[config.mk]
export PLATFORM = sky130hd
export DESIGN_NAME = mem_initiator_flat
export DESIGN_NICKNAME = d
export VERILOG_FILES = /design/src/rtl/mem_pkg.sv /design/src/rtl/mem_initiator_if.sv /design/src/rtl/mem_lane_merge.sv /design/src/rtl/mem_initiator.sv /design/src/flat_wrapper.sv
export SDC_FILE = /design/constraint.sdc
export NUM_CORES = 1
export LEC_CHECK = 0
export ABC_CLOCK_PERIOD_IN_PS = 17800
export BUFFER_PORTS_ARGS = -buffer_cell sky130_fd_sc_hd__buf_2
export CORE_MARGIN = 1.5
export CORE_UTILIZATION = 55
export DETAILED_ROUTE_END_ITERATION = 8
export GPL_TIMING_DRIVEN = 0
export PLACE_DENSITY = 0.87
export RECOVER_POWER = 25
export SETUP_SLACK_MARGIN = 0.05
export SLEW_MARGIN = 20
export SYNTH_ARGS = -nofsm -noshare
export SYNTH_HDL_FRONTEND = slang
export SYNTH_HIERARCHICAL = 1
export SYNTH_SLANG_ARGS = --single-unit
export TNS_END_PERCENT = 50
[constraint.sdc]
create_clock -name CLK -period 17.8 [get_ports CLK]
set_input_delay 2.67 -clock CLK [delete_from_list [all_inputs] [get_ports CLK]]
set_output_delay 2.67 -clock CLK [all_outputs]
set_load 0.005 [all_outputs]
[src/rtl/mem_pkg.sv]
// Shared types and lane helpers for the word-wide memory initiator.
package mem_pkg;

  localparam int WORD_BYTES = 4;

  typedef enum logic [1:0] {
    SZ_BYTE = 2'b00,
    SZ_HALF = 2'b01,
    SZ_WORD = 2'b10,
    SZ_RSVD = 2'b11
  } size_e;

  typedef enum logic [3:0] {
    IDLE = 4'd0,
    RD0  = 4'd1,
    RD1  = 4'd2,
    WS0  = 4'd3,
    WP0  = 4'd4,
    WH0  = 4'd5,
    WS1  = 4'd6,
    WP1  = 4'd7,
    WH1  = 4'd8,
    DONE = 4'd9
  } state_e;

  // Byte-lane masks for an access starting at lane 0.
  localparam logic [3:0] LANES_NONE = 4'b0000;
  localparam logic [3:0] LANES_BYTE = 4'b0001;
  localparam logic [3:0] LANES_HALF = 4'b0011;
  localparam logic [3:0] LANES_WORD = 4'b1111;

  function automatic logic [3:0] lane_mask(input size_e sz);
    case (sz)
      SZ_BYTE: return LANES_BYTE;
      SZ_HALF: return LANES_HALF;
      SZ_WORD: return LANES_WORD;
      default: return LANES_NONE;
    endcase
  endfunction

  function automatic logic [2:0] size_bytes(input size_e sz);
    case (sz)
      SZ_BYTE: return 3'd1;
      SZ_HALF: return 3'd2;
      SZ_WORD: return 3'd4;
      default: return 3'd0;
    endcase
  endfunction

  // Access touches two words when it runs past lane 3.
  function automatic logic is_split(input logic [1:0] off, input size_e sz);
    return ({1'b0, off} + size_bytes(sz)) > 3'd4;
  endfunction

  function automatic logic is_misaligned(input logic [1:0] off, input size_e sz);
    case (sz)
      SZ_HALF: return off[0];
      SZ_WORD: return off != 2'b00;
      default: return 1'b0;
    endcase
  endfunction

endpackage

[src/rtl/mem_initiator_if.sv]
// Memory responder bus: word address, active-low strobes, write/read data.
interface mem_initiator_if #(
  parameter int ADDR_W = 32,
  parameter int DATA_W = 32
);
  logic [ADDR_W-1:0] ADDR;
  logic              N_OE;
  logic              N_WE;
  logic [DATA_W-1:0] MEM_WDATA;
  logic [DATA_W-1:0] MEM_RDATA;

  modport master (output ADDR, output N_OE, output N_WE, output MEM_WDATA, input MEM_RDATA);
  modport slave  (input ADDR, input N_OE, input N_WE, input MEM_WDATA, output MEM_RDATA);
endinterface

[src/rtl/mem_lane_merge.sv]
// Combinational lane logic: merged store words for word0/word1 and the
// right-justified, extended load result gathered across both words.
module mem_lane_merge
  import mem_pkg::*;
(
  input  logic [1:0]  off,
  input  size_e       size,
  input  logic        is_signed,
  input  logic [31:0] wdata,
  input  logic [31:0] word0,
  input  logic [31:0] word1,
  output logic [31:0] merged0,
  output logic [31:0] merged1,
  output logic [31:0] load_data
);

  logic [7:0]  lane_mask_s;
  logic [63:0] bit_mask_s;
  logic [63:0] wdata_sh_s;
  logic [31:0] load_al_s;

  // Build the two-word lane mask, place the store data and pull out the load bytes.
  always_comb begin
    lane_mask_s = {4'b0000, lane_mask(size)} << off;
    bit_mask_s  = 64'h0;
    for (int k = 0; k < 8; k++) begin
      bit_mask_s[8*k +: 8] = {8{lane_mask_s[k]}};
    end
    wdata_sh_s = {32'h0, wdata} << {off, 3'b000};
    merged0    = (word0 & ~bit_mask_s[31:0])  | (wdata_sh_s[31:0]  & bit_mask_s[31:0]);
    merged1    = (word1 & ~bit_mask_s[63:32]) | (wdata_sh_s[63:32] & bit_mask_s[63:32]);
    load_al_s  = 32'({word1, word0} >> {off, 3'b000});
    case (size)
      SZ_BYTE: load_data = {{24{is_signed & load_al_s[7]}},  load_al_s[7:0]};
      SZ_HALF: load_data = {{16{is_signed & load_al_s[15]}}, load_al_s[15:0]};
      default: load_data = load_al_s;
    endcase
  end

endmodule

[src/rtl/mem_initiator.sv]
// Load/store request port to word-wide memory bus master.
// Optional macro ALIGN_FAULT_EN: reject non-naturally-aligned half/word
// requests with ACK+FAULT instead of splitting/merging them.
module mem_initiator
  import mem_pkg::*;
#(
  parameter int ADDR_W = 32,
  parameter int DATA_W = 32
) (
  input  logic              CLK,
  input  logic              RST,
  input  logic              REQ,
  input  logic              REQ_WE,
  input  logic [1:0]        REQ_SIZE,
  input  logic              REQ_SIGNED,
  input  logic [ADDR_W-1:0] REQ_ADDR,
  input  logic [DATA_W-1:0] REQ_WDATA,
  output logic              ACK,
  output logic              FAULT,
  output logic [DATA_W-1:0] RDATA,
  output logic              BUSY,
  mem_initiator_if.master   bus
);

  state_e            state_q, state_d;
  logic              req_we_q, req_we_d;
  size_e             req_size_q, req_size_d;
  logic              req_signed_q, req_signed_d;
  logic [ADDR_W-1:0] req_addr_q, req_addr_d;
  logic [DATA_W-1:0] req_wdata_q, req_wdata_d;
  logic              split_q, split_d;
  logic [DATA_W-1:0] word0_q, word0_d, word1_q, word1_d;
  logic [ADDR_W-1:0] addr_q, addr_d;
  logic [DATA_W-1:0] wdata_q, wdata_d;
  logic              n_oe_q, n_oe_d, n_we_q, n_we_d;
  logic              ack_q, ack_d, fault_q, fault_d, busy_q, busy_d;
  logic [DATA_W-1:0] rdata_q, rdata_d;

  logic              reject_s;
  logic [ADDR_W-1:0] base_s;
  logic [DATA_W-1:0] word0_s, word1_s, merged0_s, merged1_s, load_s;

`ifdef ALIGN_FAULT_EN
  assign reject_s = (size_e'(REQ_SIZE) == SZ_RSVD) || is_misaligned(REQ_ADDR[1:0], size_e'(REQ_SIZE));
`else
  assign reject_s = (size_e'(REQ_SIZE) == SZ_RSVD);
`endif

  // Words seen by the lane logic: live bus data while it is being read, else the captured copy.
  assign word0_s = (state_q == RD0) ? bus.MEM_RDATA : word0_q;
  assign word1_s = (state_q == RD1) ? bus.MEM_RDATA : word1_q;
  assign base_s  = (state_q == IDLE) ? {REQ_ADDR[ADDR_W-1:2], 2'b00} : {req_addr_q[ADDR_W-1:2], 2'b00};

  mem_lane_merge u_lane (
    .off       (req_addr_q[1:0]),
    .size      (req_size_q),
    .is_signed (req_signed_q),
    .wdata     (req_wdata_q),
    .word0     (word0_s),
    .word1     (word1_s),
    .merged0   (merged0_s),
    .merged1   (merged1_s),
    .load_data (load_s)
  );

  // Next state, request latching and bus outputs derived from the state being entered.
  always_comb begin
    state_d      = state_q;
    req_we_d     = req_we_q;
    req_size_d   = req_size_q;
    req_signed_d = req_signed_q;
    req_addr_d   = req_addr_q;
    req_wdata_d  = req_wdata_q;
    split_d      = split_q;
    word0_d      = word0_q;
    word1_d      = word1_q;
    fault_d      = 1'b0;
    case (state_q)
      IDLE: begin
        if (REQ) begin
          req_we_d     = REQ_WE;
          req_size_d   = size_e'(REQ_SIZE);
          req_signed_d = REQ_SIGNED;
          req_addr_d   = REQ_ADDR;
          req_wdata_d  = REQ_WDATA;
          split_d      = is_split(REQ_ADDR[1:0], size_e'(REQ_SIZE));
          if (reject_s) begin
            state_d = DONE;
            fault_d = 1'b1;
          end else if (REQ_WE && (size_e'(REQ_SIZE) == SZ_WORD) && (REQ_ADDR[1:0] == 2'b00)) begin
            state_d = WS0;
          end else begin
            state_d = RD0;
          end
        end else begin
          state_d = IDLE;
        end
      end
      RD0: begin
        word0_d = bus.MEM_RDATA;
        state_d = split_q ? RD1 : (req_we_q ? WS0 : DONE);
      end
      RD1: begin
        word1_d = bus.MEM_RDATA;
        state_d = req_we_q ? WS0 : DONE;
      end
      WS0:     state_d = WP0;
      WP0:     state_d = WH0;
      WH0:     state_d = split_q ? WS1 : DONE;
      WS1:     state_d = WP1;
      WP1:     state_d = WH1;
      WH1:     state_d = DONE;
      DONE:    state_d = IDLE;
      default: state_d = IDLE;
    endcase

    n_oe_d = !((state_d == RD0) || (state_d == RD1));
    n_we_d = !((state_d == WP0) || (state_d == WP1));
    ack_d  = (state_d == DONE);
    busy_d = (state_d != IDLE);

    case (state_d)
      RD0, WS0: addr_d = base_s;
      RD1, WS1: addr_d = base_s + ADDR_W'(WORD_BYTES);
      default:  addr_d = addr_q;
    endcase

    case (state_d)
      WS0:     wdata_d = (state_q == IDLE) ? REQ_WDATA : merged0_s;
      WS1:     wdata_d = merged1_s;
      default: wdata_d = wdata_q;
    endcase

    if (((state_q == RD0) || (state_q == RD1)) && (state_d == DONE)) begin
      rdata_d = load_s;
    end else begin
      rdata_d = rdata_q;
    end
  end

  // State and registered outputs; async reset parks the bus idle with strobes high.
  always_ff @(posedge CLK or posedge RST) begin
    if (RST) begin
      state_q      <= IDLE;
      req_we_q     <= 1'b0;
      req_size_q   <= SZ_BYTE;
      req_signed_q <= 1'b0;
      req_addr_q   <= '0;
      req_wdata_q  <= '0;
      split_q      <= 1'b0;
      word0_q      <= '0;
      word1_q      <= '0;
      addr_q       <= '0;
      wdata_q      <= '0;
      n_oe_q       <= 1'b1;
      n_we_q       <= 1'b1;
      ack_q        <= 1'b0;
      fault_q      <= 1'b0;
      busy_q       <= 1'b0;
      rdata_q      <= '0;
    end else begin
      state_q      <= state_d;
      req_we_q     <= req_we_d;
      req_size_q   <= req_size_d;
      req_signed_q <= req_signed_d;
      req_addr_q   <= req_addr_d;
      req_wdata_q  <= req_wdata_d;
      split_q      <= split_d;
      word0_q      <= word0_d;
      word1_q      <= word1_d;
      addr_q       <= addr_d;
      wdata_q      <= wdata_d;
      n_oe_q       <= n_oe_d;
      n_we_q       <= n_we_d;
      ack_q        <= ack_d;
      fault_q      <= fault_d;
      busy_q       <= busy_d;
      rdata_q      <= rdata_d;
    end
  end

  assign ACK           = ack_q;
  assign FAULT         = fault_q;
  assign RDATA         = rdata_q;
  assign BUSY          = busy_q;
  assign bus.ADDR      = addr_q;
  assign bus.N_OE      = n_oe_q;
  assign bus.N_WE      = n_we_q;
  assign bus.MEM_WDATA = wdata_q;

endmodule

[src/flat_wrapper.sv]
// flat-port wrapper written by rule: the top's interface ports become plain ports
module mem_initiator_flat import mem_pkg::*;
#(
  parameter int ADDR_W = 32,
  parameter int DATA_W = 32
)
  (CLK, RST, REQ, REQ_WE, REQ_SIZE, REQ_SIGNED, REQ_ADDR, REQ_WDATA, ACK, FAULT, RDATA, BUSY, bus_ADDR, bus_N_OE, bus_N_WE, bus_MEM_WDATA, bus_MEM_RDATA);
  mem_initiator_if #(.ADDR_W(ADDR_W), .DATA_W(DATA_W)) bus_i ();
  input  logic CLK;
  input  logic RST;
  input  logic REQ;
  input  logic REQ_WE;
  input  logic [1:0] REQ_SIZE;
  input  logic REQ_SIGNED;
  input  logic [ADDR_W-1:0] REQ_ADDR;
  input  logic [DATA_W-1:0] REQ_WDATA;
  output logic ACK;
  output logic FAULT;
  output logic [DATA_W-1:0] RDATA;
  output logic BUSY;
  output wire logic [$bits(bus_i.ADDR)-1:0] bus_ADDR;
  output wire logic [$bits(bus_i.N_OE)-1:0] bus_N_OE;
  output wire logic [$bits(bus_i.N_WE)-1:0] bus_N_WE;
  output wire logic [$bits(bus_i.MEM_WDATA)-1:0] bus_MEM_WDATA;
  input wire logic [$bits(bus_i.MEM_RDATA)-1:0] bus_MEM_RDATA;
  assign bus_ADDR = bus_i.ADDR;
  assign bus_N_OE = bus_i.N_OE;
  assign bus_N_WE = bus_i.N_WE;
  assign bus_MEM_WDATA = bus_i.MEM_WDATA;
  assign bus_i.MEM_RDATA = bus_MEM_RDATA;
  mem_initiator #(.ADDR_W(ADDR_W), .DATA_W(DATA_W)) u_core (.CLK(CLK), .RST(RST), .REQ(REQ), .REQ_WE(REQ_WE), .REQ_SIZE(REQ_SIZE), .REQ_SIGNED(REQ_SIGNED), .REQ_ADDR(REQ_ADDR), .REQ_WDATA(REQ_WDATA), .ACK(ACK), .FAULT(FAULT), .RDATA(RDATA), .BUSY(BUSY), .bus(bus_i));
endmodule
==> summary.md, run 1 <==
| Metric | Value |
|---|---|
| Top cell type by total area after synthesis | `dfrtp_1` |
| Status | `finished with violations` |
| Worst r2r src | `u_core/state_q[2]$_DFF_PP0_` |
| CP endpoint | `u_core/RDATA[22]$_DFFE_PP0P_` |
| Main combinational cell family by area after synthesis | `multiplexers` |
| Placed insts | `1,663` |
| Global Route Usage Sum | `0.308` |
| Mean Syn Cell Area | `11.7 sq um` |
| Post-CTS Hold Buffers | `0` |
| Failing checks | `capacitance limit, slew limit` |
| Initial Util | `0.566` |
| DR vias | `10,500` |
| Count leader, synth | `mux2_2` |
| RR Endpoint | `u_core/bus.ADDR[18]$_DFFE_PP0P_` |
| Cell variety after synth | `61` |
| Vias per inst | `6.15` |
| Row cnt | `56` |
| Async SR Flop Fraction | `1.00` |
| Area of the multi-input gates | `6960 sq um` |
| FF+latch count, synth | `236` |
| Clock skew | `0.0171 ns` |
| Global-route wire length before repair | `60,900 um` |
| Layout cell share with drive strength beyond 1 | `0.377` |
| Setup bufs post-CTS | `0` |
| Initial antenna violation count | `6` |
| Number of global-route vias before repair | `10,400` |
| CP required | `17.10 ns` |
| Max VDD drop | `96.2 uV` |
| WL/cell | `23.1 um` |
| Area added between synthesis and finish | `17.0%` |
| Die area | `25,300 sq um` |
| Synth top cells by count | `255 x mux2_2, 234 x dfrtp_1, 104 x mux2i_1, 92 x nand2_1, 52 x o21ai_0` |
| Register area | `5910 sq um` |
| Die Span Y | `159 um` |
| R2R setup slack | `13.33 ns` |
| Clock Sinks | `236` |
| Crit end category | `asynchronous set/reset pin` |
| Xor and xnor area share after synthesis | `0.0183` |
| Max_cap viols | `3` |
| Final nets | `1,482` |
| Post-synthesis mux area share | `0.347` |
| Area contributors post-synth | `dfrtp_1 44%, mux2_2 21%, mux2i_1 7.8%` |
| # DRC | `0` |
| PwrDens | `229 nW/um^2` |
| Finished Layout Cells | `1,713` |
| GPL Wtd Cong | `0.975` |
| Detailed Route Iter0 Violations | `1,026` |
| Compound-Gate Fraction of Synth Area | `0.0637` |
| Dpl hpwl | `29,700 um` |
| Fin. max-slew vios | `241` |
| # setup viols final | `0` |
| Register area share after synthesis | `0.441` |
| EDFF count, synth | `0` |
| Clock root buffer | `clkbuf_16` |
| Crit start category | `input pin` |
| Skew-Pair Late Insertion Delay | `0.54 ns` |
| I/O pin count | `204` |
| Crit Path Class | `in2async` |
| Post-CTS resize count | `0` |
| Final worst setup slack | `9.37 ns` |
| Antenna Violating Nets Remaining | `0` |
| Pin count of the biggest net entering global routing | `106` |
| Top-area cell type share of the netlist area | `0.437` |
| Total negative slack | `0 ns` |
| Dpl ws | `12.73 ns` |
| Cells after Synth | `1,140` |
| Rel. slew slack | `-2.66` |
| CP arrival | `7.73 ns` |
| Placeable Area | `23,700 sq um` |
| RSZ-0062 raised after global routing | `false` |
| Leakage | `0.00709 uW` |
| Synth Area in Adders | `0.00710` |
| Fin crit period | `8.43 ns` |
| Total wire length | `39,500 um` |
| Clock edge transition at the registers on the reported setup and hold paths | `0.06 ns` |
| Hold WC Path Type | `reg2reg` |
| Filler cells | `1,795` |
| Ys Warns | `6` |
| CP Launch Point | `RST` |
| CP max FO | `105` |
| Initial DRT Pass Iterations | `7` |
| R2R depth | `14` |
| Max Root-Sink Buffers | `3` |
| Top FF cell, synth | `dfrtp_1` |
| Worst-Margin Slew | `5.49 ns` |
| CTS tree | `built` |
| FMAX | `119 MHz` |
| PortBufs | `201` |
| Die X | `159 um` |
| Mapped Area | `13,400 sq um` |
| Fin crit share | `0.474` |
| GRT overflow | `0` |
| CTS Buf Count | `26` |
| Post-synthesis simple-gate area fraction | `0.0831` |
| H-Tree Depth | `1` |
| Final Hold Vio Count | `0` |
worst max-delay path, cell delays in order:
cell	delay (ns)
buf_2	0.10
clkinvlp_2	0.95
clkbuf_1	3.89
flip-flops by register name (all words and copies together) (netlist names), 2 cells and up:
signal                cells
u_core/RDATA             32
u_core/req_size_q         2
u_core/bus.ADDR          30
u_core/req_addr_q        32
u_core/state_q            4
u_core/req_wdata_q       32
u_core/word0_q           32
u_core/bus.MEM_WDATA     32
u_core/word1_q           32
cell families after synthesis:
kind of cell / after synthesis
muxes: 393
AOI/OAI and AO/OA: 132
DFF: 236
other: 1
adders and majority gates: 7
xor gates and xnor gates: 28
buffers and inverters: 110
and+or+nand+nor: 233
through the flow:
step	area, sq um	util	total power [uW]	hold slack, ns
2_1_floorplan	13400	-	2410	0.445
3_3_place_gp	14800	0.625	2950	0.464
3_5_place_dp	14900	0.628	3030	0.480
4_1_cts	15700	0.664	3580	0.495
5_1_grt	15700	0.661	3770	0.515
6_report	15700	0.662	3590	0.490
worst min path at each step:
stage | from | endpoint | slack [ns] | depth (start not counted)
after global placement | u_core/req_addr_q[1]$_DFFE_PP0P_ | u_core/req_addr_q[1]$_DFFE_PP0P_ | 0.46 | 2
final | u_core/word1_q[31]$_DFF_PP0_ | u_core/word1_q[31]$_DFF_PP0_ | 0.49 | 1
after CTS | u_core/bus.MEM_WDATA[26]$_DFFE_PP0P_ | u_core/bus.MEM_WDATA[26]$_DFFE_PP0P_ | 0.49 | 1
after floorplan | u_core/req_addr_q[1]$_DFFE_PP0P_ | u_core/req_addr_q[1]$_DFFE_PP0P_ | 0.44 | 2
after global routing | u_core/word1_q[30]$_DFF_PP0_ | u_core/word1_q[30]$_DFF_PP0_ | 0.51 | 1
after detailed placement | u_core/bus.MEM_WDATA[26]$_DFFE_PP0P_ | u_core/bus.MEM_WDATA[26]$_DFFE_PP0P_ | 0.48 | 1
routing by layer:
layer	vias up	track usage	wire, um
met2	616	0.465	17500
met1	5230	0.443	16800
li1	4614	-	-
met5	-	0	21
met4	4	0.103	1090
met3	74	0.0667	4030
final cells by class:
cell class,instances,area share
clock inverter,10,0.00703
sequential,236,0.377
inverter,25,0.00607
multi-input combinational,795,0.444
clock buffer,36,0.0472
tap,319,0.0255
buffer,85,0.0279
timing repair buffer,203,0.0645
antenna,4,0.000639
power breakdown:
part	internal (uW)	switching [uW]	total (uW)
sequential	818	166	984
combinational	969	1100	2070
clock	318	222	540
total	2110	1490	3590
cells in the final DEF, fill, tap and decap left out, types with 7 or more instances in the layout:
master / count
dfrtp_1: 234
buf_2: 225
mux2_2: 194
mux2i_1: 104
nand2_1: 92
mux2_1: 63
o21ai_0: 52
nand3_1: 46
clkbuf_1: 45
nor2_1: 33
mux4_2: 30
clkbuf_16: 27
inv_1: 23
a21oi_1: 23
o2bb2ai_1: 16
xor2_1: 15
buf_4: 15
xnor2_1: 13
nor3_1: 12
a31oi_1: 11
nand4_1: 7
Power figures use the tool's default switching activity.
==> run 2: changes to the inputs <==
--- a/config.mk
+++ b/config.mk
@@ -5,13 +5,13 @@
 export SDC_FILE = /design/constraint.sdc
 export NUM_CORES = 1
 export LEC_CHECK = 0
-export ABC_CLOCK_PERIOD_IN_PS = 17800
+export ABC_CLOCK_PERIOD_IN_PS = 6920
 export BUFFER_PORTS_ARGS = -buffer_cell sky130_fd_sc_hd__buf_2
 export CORE_MARGIN = 1.5
-export CORE_UTILIZATION = 55
+export CORE_UTILIZATION = 52
 export DETAILED_ROUTE_END_ITERATION = 8
 export GPL_TIMING_DRIVEN = 0
-export PLACE_DENSITY = 0.87
+export PLACE_DENSITY = 0.86
 export RECOVER_POWER = 25
 export SETUP_SLACK_MARGIN = 0.05
 export SLEW_MARGIN = 20
==> constraint.sdc (replaced) <==
create_clock -name CLK -period 6.92 [get_ports CLK]
set_input_delay 1.038 -clock CLK [delete_from_list [all_inputs] [get_ports CLK]]
set_output_delay 1.038 -clock CLK [all_outputs]
set_load 0.005 [all_outputs]
==> run 2 against run 1 <==
Compared with the run above: the flow still finishes with violations (capacitance limit, slew limit); final area is 0.57% higher; largest power group unchanged; sequential power grew to 2.6 times the previous value; worst setup slack worse by 7.1 ns; hold slack better by 0.0098 ns; wire length is 2.8% higher; register-to-register slack worse by 11 ns.
==> summary.md, run 2 (synthesis results as in run 1) <==
| Metric | Value |
|---|---|
| Initial Util | `0.530 (-0.0352)` |
| Crit end category | `flop` |
| PortBufs | `201 (unchanged)` |
| Rel. slew slack | `-0.106 (+2.56)` |
| Most common cell after layout, fill and taps aside | `mux2_2` |
| Initial DRT Pass Iterations | `5 (-2)` |
| Fin crit period | `4.61 ns` |
| Final Hold Vio Count | `0 (unchanged)` |
| Global-route wire length before repair | `61,900 um (+1.6%)` |
| Die area | `26,700 sq um (+5.7%)` |
| Worst-Margin Slew | `1.66 ns (-3.83 ns)` |
| CTS tree | `built` |
| Leakage | `0.00711 uW (+0.30%)` |
| DR vias | `10,600 (+0.14%)` |
| H-Tree Depth | `1 (unchanged)` |
| Worst path most repeated cell | `buf_2` |
| Final total power | `9380 uW (+160%)` |
| Crit Path Class | `reg2reg` |
| # DRC | `0 (unchanged)` |
| Slowest stage delay, CP | `0.63 ns (-3.26 ns)` |
| Vias per inst | `6.09 (-1.1%)` |
| Commonest cells after routing, fill and taps aside | `255 x mux2_2, 234 x dfrtp_1, 228 x buf_2` |
| CTS Buf Count | `26 (unchanged)` |
| Layout cell share with drive strength beyond 1 | `0.426 (+0.0486)` |
| Placeable Area | `25,300 sq um (+6.6%)` |
| Post-CTS Hold Buffers | `0 (unchanged)` |
| Status | `finished with violations` |
| Hold WC Path Type | `reg2reg` |
| CP required | `7.33 ns (-9.77 ns)` |
| Pin count of the biggest net entering global routing | `38 (-64%)` |
| Antenna Violating Nets Remaining | `0 (unchanged)` |
| Setup bufs post-CTS | `0 (unchanged)` |
| Dpl hpwl | `30,400 um (+2.3%)` |
| DP Area | `15,000 sq um (+0.82%)` |
| Crit start category | `flop` |
| Skew-Pair Late Insertion Delay | `0.54 ns (about the same)` |
| Register area | `5910 sq um (unchanged)` |
| Net Switching | `3900 uW (+160%)` |
| Switching fraction of total power | `0.416 (+0.00152)` |
| Clock share of power | `0.148 (-0.002)` |
| Row cnt | `58 (+3.6%)` |
| Hold Path Depth | `1 (unchanged)` |
| Slowest-stage cell, CP | `nor4_1` |
| Max VDD drop | `343 uV (+260%)` |
| # setup viols final | `0 (unchanged)` |
| I/O pin count | `204 (unchanged)` |
| Final instance area | `15,800 sq um (+0.57%)` |
| R2R depth | `14 (unchanged)` |
| Max Root-Sink Buffers | `3 (unchanged)` |
| Failing checks | `capacitance limit, slew limit` |
| Fin. max-slew vios | `112 (-54%)` |
| Reg power frac | `0.269 (-0.005)` |
| WL/cell | `23.4 um (+1.6%)` |
| Critical path cell sequence | `buf_2 -> nor4_1 -> buf_2 -> buf_2 -> buf_2 -> nand2_1 -> nand2_1 -> ha_1 -> inv_1 -> or4_1 -> a211oi_1 -> nand2_1 -> xor2_1 -> mux2_2` |
| Internal Power | `5480 uW (+160%)` |
| Filler cells | `1,968 (+9.6%)` |
| Initial antenna violation count | `8 (+2)` |
| Die X | `163 um (+2.8%)` |
| PwrDens | `595 nW/um^2 (+160%)` |
| FMAX | `217 MHz` |
| Clock Sinks | `236 (unchanged)` |
| Clock skew | `0.0147 ns (-0.00243 ns)` |
| Final nets | `1,488 (+0.40%)` |
| CP arrival | `5.02 ns (-2.71 ns)` |
| GRT overflow | `0 (unchanged)` |
| Final core occ | `0.624 (-0.0377)` |
| GPL Wtd Cong | `0.991 (+1.6%)` |
| Global Route Usage Sum | `0.304 (-0.00438)` |
| Placed insts | `1,680 (+1.0%)` |
| Finished Layout Cells | `1,734 (+1.2%)` |
| Die Span Y | `163 um (+2.8%)` |
| Area added between synthesis and finish | `17.7%` |
| Max_cap viols | `4 (+1)` |
| Total wire length | `40,600 um (+2.8%)` |
| CP max FO | `10 (-90%)` |
| Detailed Route Iter0 Violations | `1,142 (+11%)` |
| Fin crit share | `0.666` |
| RSZ-0062 raised after global routing | `false` |
| Area of the multi-input gates | `6960 sq um (about the same)` |
| Total negative slack | `0 ns (unchanged)` |
| Post-CTS resize count | `0 (unchanged)` |
| Comb power frac | `0.582 (+0.006)` |
| Clock root buffer | `clkbuf_16` |
| Clock edge transition at the registers on the reported setup and hold paths | `0.07 ns (about the same)` |
| Number of global-route vias before repair | `10,500 (+1.6%)` |
run 2: power by group through the flow:
stage          Sequential (uW)  Clock [uW]  Combinational, uW
2_1_floorplan             2450           0               3750
3_3_place_gp              2490           0               5080
3_5_place_dp              2530           0               5280
4_1_cts                   2510        1400               5340
5_1_grt                   2600        1460               5770
6_report                  2530        1390               5460
run 2: path summary, 6_finish.rpt:
check,from,to,slack [ns]
max,u_core/state_q[0]$_DFF_PP0_,u_core/bus.ADDR[18]$_DFFE_PP0P_,2.31
min,u_core/RDATA[2]$_DFFE_PP0P_,u_core/RDATA[2]$_DFFE_PP0P_,0.50
max reg2reg,u_core/state_q[0]$_DFF_PP0_,u_core/bus.ADDR[18]$_DFFE_PP0P_,2.31
min reg2reg,u_core/RDATA[2]$_DFFE_PP0P_,u_core/RDATA[2]$_DFFE_PP0P_,0.50
max in group asynchronous,RST,u_core/req_size_q[0]$_DFFE_PP0P_,3.27
min in group asynchronous,RST,u_core/bus.MEM_WDATA[22]$_DFFE_PP0P_,0.55
run 2: final cells by class:
cell class	count	area share
clock inverter	13	0.00643
antenna	6	0.000953
tap	330	0.0262
clock buffer	35	0.0486
buffer	85	0.0279
inverter	25	0.00603
multi-input combinational	795	0.441
sequential	236	0.375
timing repair buffer	209	0.0678
run 2: metrics by stage:
stage / hold WS [ns] / setup WS (ns)
final: 0.500 / 2.31
after global routing: 0.511 / 2.18
after CTS: 0.487 / 2.44
after detailed placement: 0.486 / 2.47
after global placement: 0.461 / 1.51
after floorplan: 0.445 / 2.79
run 2: critical path, delay by kind of cell, from the launching register on:
kind | cells | cell delay, ns
AOI/OAI and AO/OA | 1 | 0.38
xor gates and xnor gates | 1 | 0.18
adders and majority gates | 1 | 0.30
DFF | 1 | 0.40
and+or+nand+nor | 5 | 1.60
buffers and inverters | 5 | 1.34
muxes | 1 | 0.27
run 2: metal layers:
layer	global-route usage	vias up	share of wire
li1	-	4635	-
met1	0.425	5169	0.41
met2	0.462	641	0.45
met3	0.0696	102	0.11
met4	0.111	6	0.032
met5	0	-	0.0010
